File: config.mk
export PLATFORM = sky130hd
export DESIGN_NAME = serial_logic_unit8
export DESIGN_NICKNAME = d
export VERILOG_FILES = /design/src/rtl/serial_logic_unit8_pkg.sv /design/src/rtl/serial_logic_unit8_bit_cell.sv /design/src/rtl/serial_logic_unit8.sv
export SDC_FILE = /design/constraint.sdc
export NUM_CORES = 1
export LEC_CHECK = 0
export ABC_AREA = 0
export CAP_MARGIN = 10
export CORE_MARGIN = 8
export CORE_UTILIZATION = 46
export DETAILED_ROUTE_END_ITERATION = 12
export GPL_TIMING_DRIVEN = 1
export HOLD_SLACK_MARGIN = 0.15
export PLACE_DENSITY_LB_ADDON = 0.08
export SLEW_MARGIN = 30
export SYNTH_ARGS = -nofsm -noshare
export SYNTH_HDL_FRONTEND = slang
export SYNTH_SLANG_ARGS = --single-unit
File: constraint.sdc
create_clock -name clk -period 1.45 [get_ports clk]
set_input_delay 0.29 -clock clk [delete_from_list [all_inputs] [get_ports clk]]
set_output_delay 0.29 -clock clk [all_outputs]
set_load 0.02 [all_outputs]
File: src/rtl/serial_logic_unit8_pkg.sv
// Shared opcodes and FSM encoding for the
// bit-serial logic unit.
package serial_logic_unit8_pkg;

  localparam logic [1:0] OP_AND = 2'b00;
  localparam logic [1:0] OP_OR  = 2'b01;
  localparam logic [1:0] OP_XOR = 2'b10;
  localparam logic [1:0] OP_NOT = 2'b11;

  typedef enum logic [1:0] {
    S_IDLE = 2'd0,
    S_RUN  = 2'd1,
    S_DONE = 2'd2
  } state_t;

endpackage

File: src/rtl/serial_logic_unit8_bit_cell.sv
// 1-bit logic cell: NAND-based gates plus a
// 4:1 select on the opcode.
module gate_nand2 (
  input  logic a,
  input  logic b,
  output logic y
);
  assign y = ~(a & b);
endmodule

module gate_not1 (
  input  logic a,
  output logic y
);
  gate_nand2 u_n (.a(a), .b(a), .y(y));
endmodule

module gate_and2 (
  input  logic a,
  input  logic b,
  output logic y
);
  logic n;
  gate_nand2 u_n (.a(a), .b(b), .y(n));
  gate_not1  u_i (.a(n), .y(y));
endmodule

module gate_or2 (
  input  logic a,
  input  logic b,
  output logic y
);
  logic na, nb;
  gate_not1  u_ia (.a(a), .y(na));
  gate_not1  u_ib (.a(b), .y(nb));
  gate_nand2 u_n  (.a(na), .b(nb), .y(y));
endmodule

module gate_xor2 (
  input  logic a,
  input  logic b,
  output logic y
);
  logic n0, n1, n2;
  gate_nand2 u_0 (.a(a),  .b(b),  .y(n0));
  gate_nand2 u_1 (.a(a),  .b(n0), .y(n1));
  gate_nand2 u_2 (.a(b),  .b(n0), .y(n2));
  gate_nand2 u_3 (.a(n1), .b(n2), .y(y));
endmodule

module logic_bit_cell (
  input  logic [1:0] op,
  input  logic       a,
  input  logic       b,
  output logic       r
);
  import serial_logic_unit8_pkg::*;

  logic y_and, y_or, y_xor, y_not;

  gate_and2 u_and (.a(a), .b(b), .y(y_and));
  gate_or2  u_or  (.a(a), .b(b), .y(y_or));
  gate_xor2 u_xor (.a(a), .b(b), .y(y_xor));
  gate_not1 u_not (.a(a), .y(y_not));

  always_comb begin
    r = 1'b0;
    unique case (1'b1)
      op == OP_AND: r = y_and;
      op == OP_OR:  r = y_or;
      op == OP_XOR: r = y_xor;
      op == OP_NOT: r = y_not;
      default:      r = 1'b0;
    endcase
  end

endmodule

File: src/rtl/serial_logic_unit8.sv
// Bit-serial WIDTH-bit logic unit: LSB-first,
// one bit per clock through a single cell.
module serial_logic_unit8 #(
  parameter int WIDTH = 8,
  parameter int CNT_W = 5
) (
  input  logic             clk,
  input  logic             rst,
  input  logic             in_valid,
  output logic             in_ready,
  input  logic [1:0]       op,
  input  logic [WIDTH-1:0] a,
  input  logic [WIDTH-1:0] b,
  output logic             out_valid,
  input  logic             out_ready,
  output logic [WIDTH-1:0] f,
  output logic             zero,
  output logic             busy
);
  import serial_logic_unit8_pkg::*;

  localparam logic [CNT_W-1:0] LAST =
    CNT_W'(WIDTH - 1);

  state_t           state, state_n;
  logic [WIDTH-1:0] a_sh, b_sh, r_sh;
  logic [WIDTH-1:0] res_n;
  logic [CNT_W-1:0] count;
  logic [1:0]       op_q;
  logic             r, last;

  logic_bit_cell u_cell (
    .op (op_q),
    .a  (a_sh[0]),
    .b  (b_sh[0]),
    .r  (r)
  );

  assign last  = (count == LAST);
  assign res_n = {r, r_sh[WIDTH-1:1]};

  assign in_ready  = (state == S_IDLE);
  assign out_valid = (state == S_DONE);
  assign busy      = (state != S_IDLE);

  always_comb begin
    state_n = state;
    unique case (state)
      S_IDLE: if (in_valid) state_n = S_RUN;
      S_RUN:  if (last)     state_n = S_DONE;
      S_DONE: if (out_ready) state_n = S_IDLE;
      default: state_n = S_IDLE;
    endcase
  end

  always_ff @(posedge clk or posedge rst) begin
    if (rst) begin
      state <= S_IDLE;
      count <= '0;
      a_sh  <= '0;
      b_sh  <= '0;
      r_sh  <= '0;
      op_q  <= OP_AND;
      f     <= '0;
      zero  <= 1'b0;
    end else begin
      state <= state_n;
      unique case (state)
        S_IDLE: begin
          if (in_valid) begin
            a_sh  <= a;
            b_sh  <= b;
            op_q  <= op;
            count <= '0;
          end
        end
        S_RUN: begin
          a_sh <= {1'b0, a_sh[WIDTH-1:1]};
          b_sh <= {1'b0, b_sh[WIDTH-1:1]};
          r_sh <= res_n;
          // wrap to 0 so count never passes WIDTH-1
          if (last) begin
            count <= '0;
            f     <= res_n;
            zero  <= ~|res_n;
          end else begin
            count <= count + CNT_W'(1);
          end
        end
        default: ;
      endcase
    end
  end

endmodule
[Word-level counts from Yosys, hierarchy flattened]
Index checks and enable logic that the tools add are counted.
Cells by class
  $add $sub $neg: 1
  eq/ne operators: 9
  multiplexer cells: 12
  bitwise operators: 12
  reductions and logical operators: 10
Operator list (number)
  $pmux 8 s2: 2
  $mux 8: 2
  $mux 5: 2
  $pmux 5 s2: 1
  $reduce_or 8->1: 1
  $not 1->1: 7
  $eq 2x2->1 const B: 3
  $mux 2: 3
  $pmux 2 s3: 1
  $reduce_and 2->1: 3
  $add 5x1->5 const B: 1
  $and 1x1->1: 5
  $eq 5x3->1 const B: 1
  $eq 2x1->1 const B: 2
  $logic_not 2->1: 2
  $ne 2x2->1 const B: 2
  $pmux 1 s4: 1
  $reduce_bool 2->1: 2
  $reduce_and 3->1: 1
  $ne 2x1->1 const B: 1
  $logic_not 1->1: 1
Storage, ports and cells
  register bits: 42
  input port bits: 22
  output and inout port bits: 12
  word-level logic and storage cells: 52

[Depth between registers and ports, before layout]
Gate-level depths: netlist of the first run.
  depth in word-level cells: 9
  depth in mapped cells: 5
  mapped depth without buffers: 5

[Modules after synthesis]
A second synthesis of the first run with hierarchy kept.
Second synthesis, totals
  cell total of the unflattened synthesis: 173
  area, all modules: 1893.1 um^2
Modules (own cells, without submodules)
  serial_logic_unit8: instances 1, cells each 162, area each 1833.0 um^2
  gate_nand2: instances 10, cells each 1, area each 3.8 um^2
  logic_bit_cell: instances 1, cells each 1, area each 22.5 um^2

[Least setup slack after synthesis of the first run]
OpenSTA, ideal clock, no wires.
  kind: register -> register
  start point: register a_sh[0]
  end point: register r_sh[7]
  data arrival time: 1.370 ns
  required time: 1.325 ns
  setup slack: -0.045 ns
  cell stages (with the launch flop): 5
  period minus slack after synthesis: 1.495 ns
  path through: dfrtp_1 -> inv_1 -> ha_1 -> mux4_2 -> mux2_2
On the way
  cells in the longest elaborated chain, start to end: 7
  elaborated cells on any way between the ends: 12
  those cells by class: mux (1); bitwise (11)
Ends and longest elaborated chain
  from (decl): RTL line serial_logic_unit8.sv:26  | logic [WIDTH-1:0] a_sh, b_sh, r_sh;
  from (signal assigned): RTL line serial_logic_unit8.sv:78  | a_sh <= {1'b0, a_sh[WIDTH-1:1]};
  $and 1x1->1: RTL line serial_logic_unit8_bit_cell.sv:8  | assign y = ~(a & b);
  $not 1->1: RTL line serial_logic_unit8_bit_cell.sv:8
  $and 1x1->1: RTL line serial_logic_unit8_bit_cell.sv:8
  $not 1->1: RTL line serial_logic_unit8_bit_cell.sv:8
  $and 1x1->1: RTL line serial_logic_unit8_bit_cell.sv:8
  $not 1->1: RTL line serial_logic_unit8_bit_cell.sv:8
  $pmux 1 s4 (*): RTL line serial_logic_unit8_bit_cell.sv:68  | unique case (1'b1)
  to (signal assigned): RTL line serial_logic_unit8.sv:80  | r_sh <= res_n;
  to (decl): RTL line serial_logic_unit8.sv:26
Every way passes the cells marked *; elsewhere a longest branch is shown, timed or not.
A chain may end at the register's enable or synchronous reset.

[Final worst setup path of the first run]
  start point: register a_sh[0]
  end point: register f[7]
On the way
  cells in the longest elaborated chain, start to end: 7
  elaborated cells on any way between the ends: 12
  those cells by class: mux (1); bitwise (11)
Ends and longest elaborated chain
  $and 1x1->1: RTL line serial_logic_unit8_bit_cell.sv:8
  $not 1->1: RTL line serial_logic_unit8_bit_cell.sv:8
  $and 1x1->1: RTL line serial_logic_unit8_bit_cell.sv:8
  $not 1->1: RTL line serial_logic_unit8_bit_cell.sv:8
  $and 1x1->1: RTL line serial_logic_unit8_bit_cell.sv:8
  $not 1->1: RTL line serial_logic_unit8_bit_cell.sv:8
  $pmux 1 s4 (*): RTL line serial_logic_unit8_bit_cell.sv:68
  to (signal assigned): RTL line serial_logic_unit8.sv:84  | f <= res_n;
  to (decl): RTL line serial_logic_unit8.sv:16  | output logic [WIDTH-1:0] f,
Marked as above.

==> results of run 1 <==
[flip-flops by register name (all words and copies together), names as in the netlist]
signal	cells
a_sh	8
b_sh	8
f	8
r_sh	7
count	5
op_q	2
state	2
zero	1
[cell families (layout without fill, tap and decap cells)]
| logic type | after synthesis | in the layout | synth area share, % |
|---|---|---|---|
| buffers and inverters | 26 | 82 | 6.24 |
| AND/OR/NAND/NOR | 44 | 45 | 11.6 |
| adder cells (fa/ha/maj) | 3 | 3 | 2.08 |
| multiplexers | 11 | 11 | 7.42 |
| flip-flops | 41 | 41 | 56.9 |
| AO/OA/AOI/OAI | 40 | 40 | 15.8 |
[timing repair]
action,4_1_cts,5_1_grt
pin swaps,1,8
endpoints found under the setup margin,14,28
resized for setup,26,27
gates cloned,0,3
setup buffers,0,1
[worst max path at each step]
stage,to,slack [ps]
detailed placement,a_sh[1],-190
finish,f[7],-100
floorplan,r_sh[7],-40
CTS,r_sh[7],-110
global route,f[7],-150
global placement,a_sh[3],-170
[stage by stage]
stage	area (um2)	worst slack [ps]	utilization (%)	power, mW	hold WS [ps]
CTS	2420	-108	65.1	5.30	364
detailed placement	2310	-194	62.3	4.39	463
floorplan	1810	-40.8	-	3.47	395
finish	2610	-101	70.3	5.75	351
global route	2610	-149	70.3	6.15	394
global placement	2310	-172	62.3	4.29	464
[synthesized netlist by cell type, types with 2 or more instances]
cell and n:
inv_1 19, dfrtp_1 41, nand2b_1 2, o21ai_0 2, mux2_2 9, o22ai_1 7, nand3_1 2, a22o_1 3
o22ai_2 6, nand2_1 29, a21oi_1 15, buf_2 6, ha_1 3
[layout make-up]
class                      instances  area, um2
clock inverter                     1       30.0
tap                               48       60.1
clock buffer                       7       86.3
timing repair buffer              55        544
sequential                        41       1030
fill                             271       1100
multi-input combinational         99        796
inverter                          19       71.3
[routing by layer]
| metal | vias up | share of wire (%) | GRT usage, % |
|---|---|---|---|
| li1 | 674 | - | - |
| met1 | 679 | 45 | 16.5 |
| met2 | 34 | 49 | 21.0 |
| met3 | 4 | 4.8 | 4.21 |
| met4 | 0 | 0.97 | 4.44 |
| met5 | - | 0 | 0 |
[where the power goes]
part	total [mW]	leakage (nW)	switching [mW]	internal [mW]
Combinational	2.74	0.731	1.33	1.41
Sequential	2.07	0.504	0.397	1.67
Clock	0.944	0.0585	0.383	0.561
Total	5.75	1.29	2.11	3.64
[worst register-to-register path: stages, from the launching register on]
cell and delay, ps:
dfrtp_1 400, inv_2 90, ha_4 200, mux4_2 470, mux2_4 280
==> results.md, run 1 <==
- CTS tree: built
- Final WS setup: -101 ps
- Actual slew at the worst max-slew pin: between 400 and 500 ps
- Global route total overflow: 0
- Core Area: between 3000 and 4000 um2
- First-pass GRT wire length: 6550 um
- Routed Antenna Nets: 0
- FFs w/ async S/R, synth: between 90% and 100%
- Fmax: 645 MHz
- Period utilization: 107%
- Initial antenna violation count: 0
- Crit path required time: between 1500 and 2000 ps
- Crit Reg-Reg Endpoint: f[7]
- CTS Hold Bufs: 0
- Crit path max fanout: 3
- Max Slew Vio Count: 0
- Number of setup violations in the final report: 2
- Final hold vios: 0
- Vias in the first global route: 1417
- Number of synthesized register bits: just over 40
- Setup CP Type: reg2reg
- Vias: around 1400
- Syn nets: 190
- Most frequent cells in the layout: dfrtp_1 (41), nand2_1 (29), clkdlybuf4s50_1 (21)
- Cell Area, Synth: roughly 1800 um2
- IR drop worst, VDD: between 1 and 1.5 mV
- CTS H-tree depth: 2
- Row Count: 22
- CP cell instances: inv_2 > ha_4 > mux4_2 > mux2_4
- Root buf cell: clkbuf_8
- Cells after Synth: around 170
- Fin crit period: between 1500 and 2000 ps
- Clock Skews: about 5.6 ps
- Area Growth Syn to Fin: 44.9%
- N_diodes: 0
- Post-synth top area cell: dfrtp_1
- Failing checks: setup timing
- Cell Count Post-Placement: 258
- Clk sinks: slightly above 40
- HP Class: in2async
- Primary FF master, synth: dfrtp_1
- # nets final: between 200 and 250
- Status: finished, violations left
- Worst R2R Path Depth: 4
- Clock Pin Slew Worst Setup and Hold Paths: 80 ps
- Die height: between 70 and 80 um
- Share of post-route cells with drive strength above 1: 31.5%
- Slowest CP cell: mux4_2
- Max-slew headroom: approximately 70%
- Max incr delay on CP: 470 ps
- All-Layer GR Usage: 13.2%
- DRC: 0
- CP arrival: approximately 1700 ps
- TritonCTS buffer count: 5
- Clk_lat worst skew: 290 ps
- Pwr dens: between 2000 and 2500 nW/um2
- Seq/Total Area, Yosys: 56.9%
- Number of synthesized flops with an enable pin: 0
- Vias per cell: roughly 5
- Reg2reg start: a_sh[0]
- Buf+Inv Stages, Crit Path: 1
- Top cell type's share of synthesized area: ~57%
- CP top delay family: multiplexers
- Ranking of synthesized cells by area: dfrtp_1 (57%), nand2_1 (6.0%), mux2_2 (5.6%)
- Initial Utilization: 48.6%
- Most common cell after layout, fill and taps aside: dfrtp_1
- Maxcap violations: 0
- Reg2reg setup slack: -100 ps
- Synth warnings: 0
- Crit path from: a_sh[0]
- Netlist cell types: 34
- Die Area: between 6000 and 7000 um2
- Max Root-Sink Buffers: 2
- Post-Syn Area per Cell: approximately 11 um2
- Largest net degree at the start of global routing: 42
- Levels on crit path: 4
- Critical path launch point type: flop
- Post-DP HPWL: about 2700 um
- RSZ-0062 raised after global routing: true
- P_leak: 1.29 nW
- Wire per inst: 15.7 um
- Die width: around 80 um
- 1st-pass router iterations: 4
- IO buf count: 33
- GPL Wtd Cong: between 0.7 and 0.8
- Post-route insts no fill: 270
- Drt first-iter violations: 80
- Io pins: 34
- CP Capture Type: flop
- Final wirelength: roughly 4200 um
- Total negative slack: -198 ps
No activity file was read; power rests on OpenSTA's default activity.
==> run 2, diff against run 1 <==
--- a/config.mk
+++ b/config.mk
@@ -6,10 +6,12 @@
 export NUM_CORES = 1
 export LEC_CHECK = 0
 export ABC_AREA = 0
+export ABC_CLOCK_PERIOD_IN_PS = 1450
 export CAP_MARGIN = 10
 export CORE_MARGIN = 8
 export CORE_UTILIZATION = 46
 export DETAILED_ROUTE_END_ITERATION = 12
+export GPL_ROUTABILITY_DRIVEN = 0
 export GPL_TIMING_DRIVEN = 1
 export HOLD_SLACK_MARGIN = 0.15
 export PLACE_DENSITY_LB_ADDON = 0.08
==> results of run 2 <==
Final layout, timing and power as in run 1 (identical DEF).
